[src/rtl/leaf_out_arbiter_pkg.sv]
// Shared types and helpers for the leaf output arbiter.
package leaf_out_arbiter_pkg;

  typedef enum logic {
    IDLE  = 1'b0,
    GRANT = 1'b1
  } state_t;

  function automatic int clog2(input int value);
    int r;
    int v;
    r = 0;
    v = value - 1;
    while (v > 0) begin
      r = r + 1;
      v = v >> 1;
    end
    return r;
  endfunction

endpackage

[src/rtl/leaf_out_arbiter_rr_pick.sv]
// Round-robin search: first set request bit strictly after i_last, wrapping modulo N.
module rr_pick #(
  parameter int N = 4,
  parameter int W = 2
) (
  input  logic [N-1:0] i_req,
  input  logic [W-1:0] i_last,
  output logic [W-1:0] o_idx,
  output logic         o_found
);

  always_comb begin
    int c;
    c       = 0;
    o_idx   = '0;
    o_found = 1'b0;
    // k = N wraps back to i_last itself, so a lone requester can win again
    for (int k = 1; k <= N; k++) begin
      c = int'(i_last) + k;
      if (c >= N) c = c - N;
      if (!o_found && i_req[c]) begin
        o_found = 1'b1;
        o_idx   = W'(c);
      end
    end
  end

endmodule

[src/rtl/leaf_out_arbiter.sv]
// Round-robin arbiter muxing NUM_REQ ap_vld/ap_ack streams onto one leaf input port.
// One dead arbitration cycle per grant; grants end on a BURST_LEN cap or a dropped valid.
module leaf_out_arbiter
  import leaf_out_arbiter_pkg::*;
#(
  parameter int NUM_REQ      = 4,
  parameter int PAYLOAD_BITS = 32,
  parameter int BURST_LEN    = 16
) (
  input  logic                            clk,
  input  logic                            reset,
  input  logic [NUM_REQ*PAYLOAD_BITS-1:0] din_req,
  input  logic [NUM_REQ-1:0]              vld_req,
  output logic [NUM_REQ-1:0]              ack_req,
  output logic [PAYLOAD_BITS-1:0]         dout_grant,
  output logic                            vld_grant,
  input  logic                            ack_grant,
  output logic [NUM_REQ-1:0]              grant_onehot,
  output logic                            busy
);

  localparam int IDX_W = (NUM_REQ > 1) ? clog2(NUM_REQ) : 1;
  localparam int CNT_W = clog2(BURST_LEN + 1);

  state_t           r_state;
  state_t           w_state_nxt;
  logic [IDX_W-1:0] r_grant_idx;
  logic [IDX_W-1:0] w_grant_nxt;
  logic [IDX_W-1:0] r_last_grant;
  logic [IDX_W-1:0] w_last_nxt;
  logic [CNT_W-1:0] r_beat_cnt;
  logic [CNT_W-1:0] w_cnt_nxt;
  logic [CNT_W-1:0] w_cnt_inc;
  logic [IDX_W-1:0] w_pick_idx;
  logic             w_pick_found;
  logic             w_grant_vld;
  logic             w_beat;

  rr_pick #(
    .N (NUM_REQ),
    .W (IDX_W)
  ) u_rr_pick (
    .i_req   (vld_req),
    .i_last  (r_last_grant),
    .o_idx   (w_pick_idx),
    .o_found (w_pick_found)
  );

  assign w_grant_vld = vld_req[r_grant_idx];
  assign w_beat      = (r_state == GRANT) && w_grant_vld && ack_grant;
  assign w_cnt_inc   = r_beat_cnt + CNT_W'(1);

  always_comb begin
    w_state_nxt  = r_state;
    w_grant_nxt  = r_grant_idx;
    w_last_nxt   = r_last_grant;
    w_cnt_nxt    = r_beat_cnt;
    busy         = 1'b0;
    vld_grant    = 1'b0;
    dout_grant   = '0;
    ack_req      = '0;
    grant_onehot = '0;
    case (r_state)
      IDLE: begin
        if (w_pick_found) begin
          w_state_nxt = GRANT;
          w_grant_nxt = w_pick_idx;
          w_cnt_nxt   = '0;
        end
      end
      GRANT: begin
        busy                      = 1'b1;
        grant_onehot[r_grant_idx] = 1'b1;
        vld_grant                 = w_grant_vld;
        dout_grant                = din_req[r_grant_idx*PAYLOAD_BITS +: PAYLOAD_BITS];
        ack_req[r_grant_idx]      = ack_grant;
        if (w_beat) w_cnt_nxt = w_cnt_inc;
        // a stalled beat (ack low) neither counts nor ends the grant
        if (!w_grant_vld || (w_beat && (w_cnt_inc == CNT_W'(BURST_LEN)))) begin
          w_state_nxt = IDLE;
          w_last_nxt  = r_grant_idx;
        end
      end
      default: w_state_nxt = IDLE;
    endcase
  end

  always_ff @(posedge clk or posedge reset) begin
    if (reset) begin
      r_state      <= IDLE;
      r_grant_idx  <= '0;
      r_last_grant <= IDX_W'(NUM_REQ - 1);
      r_beat_cnt   <= '0;
    end else begin
      r_state      <= w_state_nxt;
      r_grant_idx  <= w_grant_nxt;
      r_last_grant <= w_last_nxt;
      r_beat_cnt   <= w_cnt_nxt;
    end
  end

endmodule

[config.mk]
export PLATFORM = sky130hd
export DESIGN_NAME = leaf_out_arbiter
export DESIGN_NICKNAME = d
export VERILOG_FILES = /design/src/rtl/leaf_out_arbiter_pkg.sv /design/src/rtl/leaf_out_arbiter_rr_pick.sv /design/src/rtl/leaf_out_arbiter.sv
export SDC_FILE = /design/constraint.sdc
export NUM_CORES = 1
export LEC_CHECK = 0
export ABC_AREA = 0
export CAP_MARGIN = 10
export CORE_AREA = 2 2 79 81
export DETAILED_ROUTE_END_ITERATION = 12
export DIE_AREA = 0 0 81 83
export PLACE_DENSITY = 0.91
export REMOVE_ABC_BUFFERS = 1
export SLEW_MARGIN = 30
export SYNTH_ARGS = -nofsm -noshare
export SYNTH_HDL_FRONTEND = slang
export SYNTH_SLANG_ARGS = --single-unit
[constraint.sdc]
create_clock -name clk -period 2.45 [get_ports clk]
set_input_delay 0.3675 -clock clk [delete_from_list [all_inputs] [get_ports clk]]
set_output_delay 0.3675 -clock clk [all_outputs]
set_load 0.02 [all_outputs]
# Yosys cells after proc, flatten, opt, wreduce, memory -nomap -nowiden
# Cells that the tools add are included.
totals:
  out_inout_bits: 42
  ff_bits: 10
  input_bits: 135
  word_cells: 83
op_classes:
  muxes: 39
  addsub: 9
  reduce_logical: 15
  n_shift: 1
  n_lt_le_gt_ge: 10
  eq_ne: 3
  bitwise: 2
op_table:
  columns: ["cell", "count"]
  rows:
  - ["2-to-1 mux 32 bit", 5]
  - ["greater-or-equal comparator 32 x 4 -> 1 bit (second input constant)", 4]
  - ["< comparator 32 x 4 -> 1 bit (second input constant)", 4]
  - ["indexed part select 128 x 8 -> 32 bit", 1]
  - ["subtractor 32 x 4 -> 32 bit (second input constant)", 4]
  - ["2-to-1 mux 1 bit", 18]
  - ["binary-select mux 1 bit (select 2 bit)", 5]
  - ["2-to-1 mux 5 bit", 2]
  - ["case mux 5 bit (2 select lines)", 1]
  - ["2-to-1 mux 2 bit", 4]
  - ["2-to-1 mux 4 bit", 2]
  - ["logical AND 1 bit", 7]
  - ["adder 2 x 2 -> 3 bit (second input constant)", 2]
  - ["AND reduction 2 bit", 3]
  - ["adder 5 x 1 -> 5 bit (second input constant)", 1]
  - ["== test 5 bit (second input constant)", 1]
  - ["adder 2 x 3 -> 4 bit (second input constant)", 1]
  - ["bitwise AND 4 bit", 1]
  - ["zero test 1 bit", 4]
  - ["!= test 2 x 1 -> 1 bit (second input constant)", 2]
  - ["adder 2 x 1 -> 3 bit (second input constant)", 1]
  - ["< comparator 2 x 3 -> 1 bit (second input constant)", 1]
  - ["demux 1 bit (select 2 bit)", 1]
  - ["greater-or-equal comparator 2 x 1 -> 1 bit (second input constant)", 1]
  - ["other kinds (3)", 3]

# Logic depth before layout (Yosys ltp)
logic_depth:
  ltp_word: 18
  ltp_mapped: 6
  mapped_depth_nobuf: 6

# Modules after synthesis
# From an unflattened synthesis, not the netlist that was laid out.
hier_totals:
  cells_unflattened: 168
  hier_area_um2: 1761.7
modules_own_cells:
  columns: ["mod", "instances", "seq_area_each_um2", "cells_each", "area_each_um2"]
  rows:
  - ["leaf_out_arbiter", 1, 252.7, 154, 1670.4]
  - ["rr_pick", 1, 0.0, 14, 91.3]

# Least setup slack after synthesis
# No wires, ideal clock.
synth_timing:
  path_type: "reg-to-output"
  from: "register r_grant_idx[0]"
  to: "output dout_grant[10]"
  arrival_ps: 1582
  path_slack_ps: 501
  t_required_ps: 2082
  stages_incl_launch_ff: 5
  path_buffers: 2
  path_cell_list: "dfrtp_1 > buf_2 > buf_4 > mux4_2 > and2_1"
synth_between:
  elab_chain_len: 2
synth_lines:
  columns: ["element", "line", "source"]
  rows:
  - ["start: declaration", "leaf_out_arbiter.sv:27", "logic [IDX_W-1:0] r_grant_idx;"]
  - ["start signal: assignment", "leaf_out_arbiter.sv:96", "r_grant_idx <= w_grant_nxt;"]
  - ["indexed part select 128 x 8 -> 32 bit", "leaf_out_arbiter.sv:75", "dout_grant = din_req[r_grant_idx*PAYLOAD_BITS +: PAYLOAD_BITS];"]
  - ["2-to-1 mux 32 bit", "leaf_out_arbiter.sv:63", "case (r_state)"]
  - ["end: declaration", "leaf_out_arbiter.sv:15", "output logic [PAYLOAD_BITS-1:0] dout_grant,"]
# No other way between the ends.

# Worst setup path in the final report
layout_timing:
  from: "register r_grant_idx[0]"
  to: "output vld_grant"
layout_between:
  elab_chain_len: 3
layout_lines:
  columns: ["element", "line", "source"]
  rows:
  - ["binary-select mux 1 bit (select 2 bit)", "leaf_out_arbiter.sv:49", "assign w_grant_vld = vld_req[r_grant_idx];"]
  - ["2-to-1 mux 1 bit (not written as such)", "leaf_out_arbiter.sv:49", null]
  - ["2-to-1 mux 1 bit", "leaf_out_arbiter.sv:63", null]
  - ["end: declaration", "leaf_out_arbiter.sv:16", "output logic vld_grant,"]
# No other way between the ends. The select of a mux whose other input is x is not followed.

==> out/summary.txt <==
Cell Rows -> 28
# DRC -> 0
Worst Tran Pin Value -> 426 ps
Reg2Reg Setup Slack -> 500 ps
clk root buf -> clkbuf_8
grt met3 use -> 9.57%
grt total ovfl -> 0
via density per instance -> 4.99
Post-CTS Setup Repair Bufs -> 0
clk_skew -> 7.14 ps
static leakage -> 1.57 nW
Wirelength per Cell -> 19.4 um
fin nets -> 474
fin cells -> 411
placed cell count -> 407
Synth Register Bits -> 10
synth-to-layout area growth -> 116%
critical path arrival -> 1880 ps
Initial DRC Count -> 55
Hold Fails Final Rpt -> 0
H-tree Lvls -> 1
Clock Pin Slew Worst Setup and Hold Paths -> 50 ps
fmax -> 0.445 GHz
Pwr Density -> 909 nW/um2
Die H -> 83 um
Avg Cell Area, Syn -> 10.5 um2
layout cells sized above 1 -> 17.0%
reg2reg path depth -> 7
crit path capture type -> output pin
vias in the first global route -> 2,219
maximum vdd ir drop -> 0.677 mV
Post-DP Area -> 3560 um2
origin of the critical flop-to-flop path -> r_grant_idx[0]
Critical Path RT -> 2080 ps
Max Cap Viol -> 0
post-synth cell types -> 33
iteration count of the initial detailed-routing pass -> 6
diode count -> 0
Max Fanout on Critical Path -> 17
clk buf depth -> 2
clk_lat worst skew -> 240 ps
Sink Count -> 10
CTS tree -> yes
DPL Wire Length -> 6710 um
vias post-DR -> 2,052
M1 GR Usage -> 24.9%
Slew Limit Fails -> 0
Tcrit/Tclk final -> 91.8%
final setup vio count -> 0
first-pass GRT wire length -> 11,900 um
largest net degree at the start of global routing -> 26
grt peak-use layer -> met2
die width -> 81 um
gr usage total -> 23.4%
Final Wtd Congestion -> 0.791
final core occ -> 62.1%
Initial Util -> 28.8%
Min Hold Slack -> 407 ps
sequential share of the synthesized area -> 15.1%
met2 global-route usage -> 41.0%
port bufs -> 176
IO Pins -> 177
final instance area -> 3610 um2
Cell Area, Synth -> 1670 um2
die area -> 6720 um2
critical path class -> register to output pin
RSZ-0062 raised after global routing -> false
total routed wirelength -> 7970 um
reg2reg end -> r_beat_cnt[2]
Mapped Cells -> 159
Hold Path Class -> input port to async pin
CTS buffer count -> 3
Core Area -> 5820 um2
Final TNS setup -> 0 ps
Antenna Nets Post-Route -> 0
startpoint types -> register
crit path time final -> 2250 ps
status -> finished clean
antenna violations before repair -> 0
Rel. slew slack -> 70.9%
Synth warnings -> 0
-- repair_timing --
item / 4_1_cts / 5_1_grt
pin swaps: 0 / 0
resized for setup: 18 / 12
setup endpoints to repair: 18 / 12
hold buffers: 0 / 0
-- worst max-delay path, cell delays in order (launching register included) --
cell	delay, ps
dfrtp_2	400
buf_12	190
mux4_2	550
and2_4	180
dlygate4sd2_1	320
-- state kept, by name (all words and copies together) (netlist names) --
signal	count
r_last_grant	2
r_beat_cnt	5
r_grant_idx	2
r_state	1
-- kinds of logic (layout without fill, tap and decap cells) --
group                      count (synthesis)  after routing  share of synthesized area, %
buffers and inverters                     17            194                          4.78
DFF                                       10             10                          15.1
adders and majority gates                  2              2                          1.49
muxes                                     38             38                          47.5
AOI/OAI and AO/OA                         16             16                          5.90
and+or+nand+nor                           75             75                          24.7
xor gates and xnor gates                   1              1                         0.523
-- report_power, final --
part | internal [W] | leakage [nW] | switching, W
Clock | 0.000114 | 0.0228 | 0.0000668
Combinational | 0.00146 | 1.42 | 0.00133
Sequential | 0.000240 | 0.124 | 0.0000698
-- per-layer routing --
layer | part of all wire (%) | vias to the layer above
li1 | - | 957
met4 | 2.8 | 0
met1 | 34 | 964
met3 | 13 | 18
met2 | 51 | 113
met5 | 0 | -
-- placed cells by master (no fill, tap or decap), drive strengths merged --
| master | instances |
|---|---|
| clkdlybuf4s50 | 143 |
| mux4 | 33 |
| and2 | 33 |
| dlygate4sd2 | 18 |
| nand2 | 13 |
| buf | 13 |
| dlymetal6s2s | 12 |
| nor2 | 10 |
| dfrtp | 8 |
| nand3 | 7 |
| o21ai | 7 |
| inv | 4 |
| nand2b | 4 |
| clkbuf | 4 |
| mux2i | 3 |
| a21oi | 2 |
| nor3b | 2 |
| a21o | 2 |
| nor3 | 2 |
| mux2 | 2 |
| ha | 2 |
| dfstp | 2 |
| nor4 | 1 |
| or2 | 1 |
| a2111oi | 1 |
| or3 | 1 |
| o211ai | 1 |
| a31oi | 1 |
| xor2 | 1 |
| a22oi | 1 |
| nor2b | 1 |
| o221ai | 1 |
-- synth_stat cells --
master,n,area [um2]
nor4_1,1,6.26
buf_2,1,5.00
o21ai_1,1,5.00
a21oi_1,2,10.0
or2_2,1,6.26
and2_4,1,8.76
mux2_2,2,22.5
nor3b_1,2,15.0
nor2b_1,1,6.26
and2_1,32,200
a2111oi_0,1,8.76
ha_1,2,25.0
inv_1,4,15.0
mux2i_1,3,30.0
o211ai_1,1,7.51
o221ai_1,1,8.76
clkbuf_1,8,30.0
nand2_4,1,11.3
nor2_1,10,37.5
a22oi_1,1,7.51
nand2_1,12,45.0
dfrtp_1,8,200
nand2b_1,4,25.0
o21ai_0,6,30.0
nand3_1,7,35.0
mux4_2,33,743
nor3_1,2,10.0
buf_4,4,30.0
dfstp_2,2,52.6
a31oi_1,1,6.26
a21o_1,2,15.0
xor2_1,1,8.76
or3_1,1,6.26
-- layout make-up --
class,instances,area (um2)
Tap cell,75,93.8
Sequential cell,10,254
Multi-Input combinational cell,132,1340
Clock buffer,4,45.0
Timing Repair Buffer,186,1860
Inverter,4,15.0
Fill cell,486,2200
-- worst max path at each step --
stage / from / end / slack (ps) / depth (start not counted)
floorplan: r_grant_idx[0] / r_beat_cnt[2] / -370 / 5
global placement: vld_req[2] / vld_grant / 20 / 4
detailed placement: vld_req[2] / vld_grant / 20 / 4
CTS: r_grant_idx[0] / dout_grant[11] / 4 / 4
global route: r_grant_idx[0] / vld_grant / 130 / 4
finish: r_grant_idx[0] / vld_grant / 200 / 4
-- stage by stage --
step                      total power [W]  setup slack [ps]
after detailed placement          0.00328              17.8
after CTS                         0.00335              3.68
final                             0.00328               201
after global routing              0.00351               132
after global placement            0.00323              23.2
after floorplan                   0.00196              -374
(Power assumes the default switching activity.)
